[src/rtl/param_comparator_pipe.sv]
// param_comparator_pipe
// Multi-lane magnitude comparator with a one-deep registered output stage.
// Each transfer compares LANES operand pairs, signed or unsigned as chosen
// for that transfer. A valid/ready handshake carries results downstream.
// The block also keeps the previous accepted per-lane result to flag
// changes, and a saturating count of transfers where every lane was equal.
module param_comparator_pipe #(
    parameter int WIDTH = 8,
    parameter int LANES = 4,
    parameter int CNT_W = 16
) (
    input  logic                   clk,
    input  logic                   rst_n,
    input  logic                   in_valid,
    output logic                   in_ready,
    input  logic                   in_signed,
    input  logic [LANES*WIDTH-1:0] in_a,
    input  logic [LANES*WIDTH-1:0] in_b,
    input  logic                   clr,
    output logic                   out_valid,
    input  logic                   out_ready,
    output logic [LANES-1:0]       out_eq,
    output logic [LANES-1:0]       out_gt,
    output logic [LANES-1:0]       out_lt,
    output logic                   out_all_eq,
    output logic [LANES-1:0]       out_changed,
    output logic [CNT_W-1:0]       eq_count
);

    // Per-lane result code, ordered {lt, eq, gt}. Exactly one bit is set.
    localparam logic [2:0] CODE_LT = 3'b100;
    localparam logic [2:0] CODE_EQ = 3'b010;
    localparam logic [2:0] CODE_GT = 3'b001;

    // Compare one lane. In signed mode, inverting the sign bit of both
    // operands maps two's-complement ordering onto unsigned ordering, so a
    // single unsigned comparator serves both modes.
    function automatic logic [2:0] lane_cmp(
        input logic [WIDTH-1:0] a,
        input logic [WIDTH-1:0] b,
        input logic             sgn
    );
        logic [WIDTH-1:0] ax;
        logic [WIDTH-1:0] bx;
        logic [2:0]       res;
        ax = a;
        bx = b;
        if (sgn) begin
            ax[WIDTH-1] = ~a[WIDTH-1];
            bx[WIDTH-1] = ~b[WIDTH-1];
        end else begin
            ax = a;
            bx = b;
        end
        if (ax == bx) begin
            res = CODE_EQ;
        end else if (ax > bx) begin
            res = CODE_GT;
        end else begin
            res = CODE_LT;
        end
        return res;
    endfunction

    // Handshake and combinational lane results
    logic                  accept_s;
    logic [LANES-1:0][2:0] code_s;
    logic [LANES-1:0]      eq_s;
    logic [LANES-1:0]      gt_s;
    logic [LANES-1:0]      lt_s;
    logic [LANES-1:0]      changed_s;
    logic                  all_eq_s;
    logic                  cnt_sat_s;

    // Output result register
    logic                  out_valid_r;
    logic [LANES-1:0]      eq_r;
    logic [LANES-1:0]      gt_r;
    logic [LANES-1:0]      lt_r;
    logic                  all_eq_r;
    logic [LANES-1:0]      changed_r;

    // History and counter state
    logic [LANES-1:0][2:0] hist_r;
    logic                  hist_valid_r;
    logic [CNT_W-1:0]      eq_count_r;

    // A new transfer fits when the result register is empty or is being drained.
    assign in_ready  = ~out_valid_r | out_ready;
    assign accept_s  = in_valid & in_ready;
    assign cnt_sat_s = (eq_count_r == {CNT_W{1'b1}});

    // Evaluate all lanes and their change flags against the stored history.
    // A transfer that coincides with clr is treated as the first after clear.
    always_comb begin
        code_s    = {(3*LANES){1'b0}};
        eq_s      = {LANES{1'b0}};
        gt_s      = {LANES{1'b0}};
        lt_s      = {LANES{1'b0}};
        changed_s = {LANES{1'b0}};
        for (int i = 0; i < LANES; i++) begin
            code_s[i]    = lane_cmp(in_a[i*WIDTH +: WIDTH], in_b[i*WIDTH +: WIDTH], in_signed);
            lt_s[i]      = code_s[i][2];
            eq_s[i]      = code_s[i][1];
            gt_s[i]      = code_s[i][0];
            changed_s[i] = hist_valid_r & ~clr & (code_s[i] != hist_r[i]);
        end
        all_eq_s = &eq_s;
    end

    // Result register: load on accept, empty on drain, otherwise hold.
    always_ff @(posedge clk or negedge rst_n) begin
        if (!rst_n) begin
            out_valid_r <= 1'b0;
            eq_r        <= {LANES{1'b0}};
            gt_r        <= {LANES{1'b0}};
            lt_r        <= {LANES{1'b0}};
            all_eq_r    <= 1'b0;
            changed_r   <= {LANES{1'b0}};
        end else if (accept_s) begin
            out_valid_r <= 1'b1;
            eq_r        <= eq_s;
            gt_r        <= gt_s;
            lt_r        <= lt_s;
            all_eq_r    <= all_eq_s;
            changed_r   <= changed_s;
        end else if (out_ready) begin
            out_valid_r <= 1'b0;
        end else begin
            out_valid_r <= out_valid_r;
        end
    end

    // History of the last accepted lane codes; clr wipes it and wins over an update.
    always_ff @(posedge clk or negedge rst_n) begin
        if (!rst_n) begin
            hist_r       <= {(3*LANES){1'b0}};
            hist_valid_r <= 1'b0;
        end else if (clr) begin
            hist_r       <= {(3*LANES){1'b0}};
            hist_valid_r <= 1'b0;
        end else if (accept_s) begin
            hist_r       <= code_s;
            hist_valid_r <= 1'b1;
        end else begin
            hist_valid_r <= hist_valid_r;
        end
    end

    // Saturating count of accepted all-equal transfers; clr zeroes it and
    // a transfer in the clearing cycle is not counted.
    always_ff @(posedge clk or negedge rst_n) begin
        if (!rst_n) begin
            eq_count_r <= {CNT_W{1'b0}};
        end else if (clr) begin
            eq_count_r <= {CNT_W{1'b0}};
        end else if (accept_s && all_eq_s && !cnt_sat_s) begin
            eq_count_r <= eq_count_r + CNT_W'(1);
        end else begin
            eq_count_r <= eq_count_r;
        end
    end

    assign out_valid   = out_valid_r;
    assign out_eq      = eq_r;
    assign out_gt      = gt_r;
    assign out_lt      = lt_r;
    assign out_all_eq  = all_eq_r;
    assign out_changed = changed_r;
    assign eq_count    = eq_count_r;

endmodule

[config.mk]
export PLATFORM = sky130hd
export DESIGN_NAME = param_comparator_pipe
export DESIGN_NICKNAME = d
export VERILOG_FILES = /design/src/rtl/param_comparator_pipe.sv
export SDC_FILE = /design/constraint.sdc
export NUM_CORES = 1
export LEC_CHECK = 0
export CORE_UTILIZATION = 46
export DETAILED_ROUTE_END_ITERATION = 8
export PLACE_DENSITY = 0.88
export SYNTH_ARGS = -nofsm -noshare
export SYNTH_HDL_FRONTEND = slang
export SYNTH_SLANG_ARGS = --single-unit
[constraint.sdc]
create_clock -name clk -period 2.2 [get_ports clk]
set_clock_uncertainty 0.15 [all_clocks]
set_input_delay 0.33 -clock clk [delete_from_list [all_inputs] [get_ports clk]]
set_output_delay 0.33 -clock clk [all_outputs]
set_load 0.05 [all_outputs]
# Word level (Yosys, flattened, before mapping)

Cells that the tools add are included.

Add/subtract/negate cells: 1
Magnitude comparators: 4
Eq/ne operators: 9
Muxes and demuxes: 24
Bitwise gates (word level): 17
Reduce and logical (&&, ||, !) cells: 7

Operators with widths:

| kind                  | count |
|---|---|
| $eq 8x8->1            | 4 |
| $gt 8x8->1            | 4 |
| $mux 16               | 2 |
| $mux 12               | 2 |
| $mux 3                | 8 |
| $add 16x1->16 const B | 1 |
| $eq 16x16->1 const B  | 1 |
| $mux 1                | 12 |
| $ne 3x3->1            | 4 |
| $not 1->1             | 10 |
| $and 1x1->1           | 6 |
| $reduce_bool 2->1     | 3 |
| $reduce_and 4->1      | 1 |
| $logic_and 1x1->1     | 2 |
| $logic_not 1->1       | 1 |
| $or 1x1->1            | 1 |

Bits in registers: 47
Output and inout bits: 35
Word-level logic and storage cells: 74

# Depth between registers and ports, before layout

Word-level depth: 10
Mapped depth: 8

# Worst setup path before layout

No wires, ideal clock.

Path type: reg2reg
Start: register out_valid_r, in the netlist out_valid
End: register eq_count_r[9], in the netlist eq_count[9]
Setup time: 128 ps
Data arrival time: 2,370 ps
Required time: 1,922 ps
Slack: -447 ps
Cell stages (with the launch flop): 7
Buffers on the path: 1
Path through: dfrtp_1 nand2b_1 clkbuf_1 nand3_4 nor3_4 nand4_1 mux2_1

Longest elaborated chain between the ends: 6

Ends and longest elaborated chain:

| element                        | RTL line | source |
|---|---|---|
| start, declared                | 76       | `logic out_valid_r;` |
| start signal, assigned         | 130      | `out_valid_r <= out_valid_r;` |
| $not 1->1                      | 89       | `assign in_ready = ~out_valid_r \| out_ready;` |
| $or 1x1->1                     | 89       |  |
| net in_ready                   | 15       | `output logic in_ready,` |
| $and 1x1->1                    | 90       | `assign accept_s = in_valid & in_ready;` |
| $logic_and 1x1->1 (2 in a row) | 157      | `end else if (accept_s && all_eq_s && !cnt_sat_s) begin` |
| $reduce_bool 2->1 (no line)    | n/a      |  |
| end signal, assigned           | 156      | `eq_count_r <= {CNT_W{1'b0}};` |
| end signal, assigned           | 158      | `eq_count_r <= eq_count_r + CNT_W'(1);` |
| end signal, assigned           | 160      | `eq_count_r <= eq_count_r;` |
| end, declared                  | 86       | `logic [CNT_W-1:0] eq_count_r;` |

The timed path passes the listed nets, and every way through them passes these cells.
A chain may end at the register's enable or synchronous reset.

# Worst setup path after layout

Start: input in_a[31]
End: register changed_r[3], in the netlist out_changed[3]

Longest elaborated chain between the ends: 7
Elaborated cells on any way between the ends: 8
Classes of those cells: order compare: 1; eq/ne: 2; mux: 3; bitwise: 2

Ends and longest elaborated chain:

| element              | RTL line | source |
|---|---|---|
| start, declared      | 17       | `input logic [LANES*WIDTH-1:0] in_a,` |
| $not 1->1            | 49       | `ax[WIDTH-1] = ~a[WIDTH-1];` |
| $mux 1 *             | 48       | `if (sgn) begin` |
| $gt 8x8->1           | 57       | `end else if (ax > bx) begin` |
| $mux 3               | 57       |  |
| $mux 3 *             | 55       | `if (ax == bx) begin` |
| $ne 3x3->1 *         | 106      | `changed_s[i] = hist_valid_r & ~clr & (code_s[i] != hist_r[i]);` |
| $and 1x1->1 *        | 106      |  |
| end signal, assigned | 119      | `changed_r <= {LANES{1'b0}};` |
| end signal, assigned | 126      | `changed_r <= changed_s;` |
| end, declared        | 81       | `logic [LANES-1:0] changed_r;` |

Every way passes the cells marked *; elsewhere a longest branch is shown, timed or not.

==> flow_summary_export.csv <==
group,metric,value,unit
logic_synthesis,syn_nets,432,
die,start_util,48.2,%
die,chipWidth,84.0,um
logic_synthesis,synth_top_area_share,38.0,%
sta,hold_violations,0,
route,drt-pass1-iter-count,6,
setup_path,crit_type,"primary input to flop",
worst_hold_path,holdPathEnd,"out_lt[0]",
global_route,grt_pass1_wl,15400,um
setup_path,worst-path-buf-inv,2,
logic_synthesis,synth_area_per_cell,9.29,um^2
route,wl_per_cell,17.7,um
global_route,antenna_found_initial,0,
setup_path,r2r_slack,140,ps
global_route,grtUsageTotal,27.5,%
sta,tightest_slew,554,ps
job,maxCapViolations,0,
sta,setup_ws,5.84,ps
die,num_rows,29,
logic_synthesis,synth_top_area_cell,"dfrtp_1",
clock_tree,clock_latency,300,ps
setup_path,critPathCaptureType,"flop",
clock_tree,cts_max_level,2,
power,power_density,458,nW/um^2
worst_hold_path,holdPathStages,1,
logic_synthesis,ys_seq_area_share,38.0,%
die,dieArea,7060,um^2
logic_synthesis,synth-async-reset-ratio,100,%
cells_and_area,antennaDiodeCount,0,
setup_path,path_max_fanout,3,
route,vias,3202,
worst_hold_path,hold_class,"flop to flop",
sta,period_minus_slack,2190,ps
setup_path,critical-path-top-delay-family,"compound AO/OA/AOI/OAI gates",
place,place_ws,-645,ps
place,globalplace.congestion,0.808,
die,io-pin-count,105,
setup_path,worstPathArrival,2240,ps
place,hpwl,6500,um
route,vias_per_cell,5.67,
logic_synthesis,yosysMostFrequentCell,"dfrtp_1",
die,die_h,84.0,um
setup_path,slowest_stage,"clkdlybuf4s50_1",
power,p_leak,2.32,nW
cells_and_area,multiInputGateArea,2220,um^2
logic_synthesis,synth-edff-count,0,
logic_synthesis,ys.flop_type,"dfrtp_1",
sta,timing.final.crit_share,99.7,%
route,remaining_drc_errors,11,
setup_path,required,2250,ps
logic_synthesis,ys_ff_latch,47,
die,core-area,6420,um^2
logic_synthesis,synthTopCellsByCount,"47 x dfrtp_1, 31 x inv_1, 30 x nand2_1",
setup_path,path_cells,"clkdlybuf4s50_1 -> buf_4 -> or3b_2 -> a31oi_1 -> mux2i_1 -> a32o_1",
clock_tree,clkSinkCount,47,
clock_tree,clock_path_buffers,2,
route,drt-initial-drc-count,129,
clock_tree,clk_pin_slew,90,ps
logic_synthesis,ys_types,42,
outcome,failed_checks,"design-rule violations",
global_route,overflow,0,
logic_synthesis,synth_area,3090,um^2
global_route,grt_max_degree,48,
power,finalPower,2.33,mW
sta,slew_viol_final,0,
global_route,grt_pass1_vias,3365,
route,wl,9990,um
logic_synthesis,yosys-top-cells-area,"dfrtp_1 38%, ha_1 12%, inv_1 3.8%, nand2_1 3.6%, nor2_1 3.5%",
logic_synthesis,syn_inst,333,
setup_path,rr_endpoint,"eq_count[9]",
setup_path,ff2ff_path_depth,6,
setup_path,max_stage_delay,470,ps
sta,setup_viol,0,
place,portBuffers,104,
clock_tree,cts_root_buf,"clkbuf_8",
clock_tree,cts_inserted_buffers,5,
route,antenna_left,0,
clock_tree,cts_tree,"yes",
worst_hold_path,hp-start,"out_lt[0]",
logic_synthesis,yosys_warnings,0,
cells_and_area,area_growth,64.2,%
setup_path,r2r-start,"eq_count[2]",
sta,fmax,456,MHz
cells_and_area,drive_above_1_share,34.2,%
cells_and_area,fill_cells,369,
power,ir_worst_vdd,352,uV
cells_and_area,regArea,1180,um^2
outcome,status,"complete, but fails checks",
setup_path,start_kind,"primary input",
cells_and_area,final_nets,586,
sta,max_slew_margin,62.9,%
report_power, final:
| part | switching, mW | internal [mW] |
|---|---|---|
| Clock | 0.287 | 0.287 |
| Combinational | 0.444 | 0.365 |
| Sequential | 0.0332 | 0.911 |
how the worst max path moves through the flow:
| stage | startpoint | to | slack (ps) | cells past startpoint |
|---|---|---|---|---|
| after floorplan | in_b[1] | eq_count[9] | -60 | 8 |
| after global placement | in_b[1] | eq_count[9] | -580 | 9 |
| after global routing | in_a[31] | out_changed[3] | -40 | 7 |
| final | in_a[31] | out_changed[3] | 6 | 6 |
| after CTS | in_b[1] | eq_count[9] | 2 | 9 |
| after detailed placement | in_b[1] | eq_count[9] | -640 | 9 |
metal layers:
metal  track usage (%)  share of wire (%)
met1              28.3                 36
met2              54.3                 55
met3              3.86                5.6
met4              12.4                3.5
met5                 0                  0
per-stage QoR:
step / cell area, um^2 / instances / setup TNS [ps] / hold WS (ps) / util (%)
final: 5080 / 565 / 0 / 334 / 79.1
after detailed placement: 4680 / 546 / -14580 / 181 / 72.8
after floorplan: 3240 / 333 / -133 / -116 / -
after global routing: 5080 / 565 / -51.5 / 359 / 79.1
after global placement: 4680 / 546 / -12530 / 179 / 72.8
after CTS: 5060 / 565 / 0 / 338 / 78.8
cells in the final DEF, fill, tap and decap left out, drive strengths merged, types with 12 or more instances in the layout:
master and instances:
a21oi 21, inv 31, nand4 12, nand2 30, ha 29, a21o 12, nor2 29, buf 52
clkbuf 30, clkdlybuf4s50 39, dlygate4sd2 26, nand3 19, dfrtp 47
worst register-to-register path, delay by kind of cell (launching register included):
family        cells  cell delay [ps]
simple gates      5             1080
flops             1              410
mux               1              310
layout make-up:
type	count	share of cell area, %
multi-input cells	247	43.8
repair buffers	155	26.2
flip-flops and latches	47	23.3
inverters	31	2.83
clock buffers	8	1.97
well taps	77	1.90
state kept, by name, indices dropped and copies added (netlist names):
name / count
out_changed: 4
out_all_eq: 1
out_gt: 4
out_valid: 1
out_lt: 4
eq_count: 16
hist_valid_r: 1
out_eq: 4
hist_r: 12
logic make-up (layout without fill, tap and decap cells):
kind of cell    Yosys count  count (layout)  synth area share [%]
fa+ha+maj                29              29                  11.7
buf+inv                  39             194                  4.73
compound gates           52              52                  11.0
simple gates            146             146                  28.4
mux                       7               7                  2.39
flops                    47              47                  38.0
xor+xnor                 13              13                  3.68
what timing repair did:
| action | CTS | global route |
|---|---|---|
| endpoints found under the setup margin | 22 | 20 |
| setup buffers | 10 | 0 |
| resized for setup | 101 | 70 |
| hold buffers | 1 | 0 |
| pin swaps | 31 | 16 |
| hold endpoints to repair | 47 | 0 |
No activity file was read; power rests on OpenSTA's default activity.
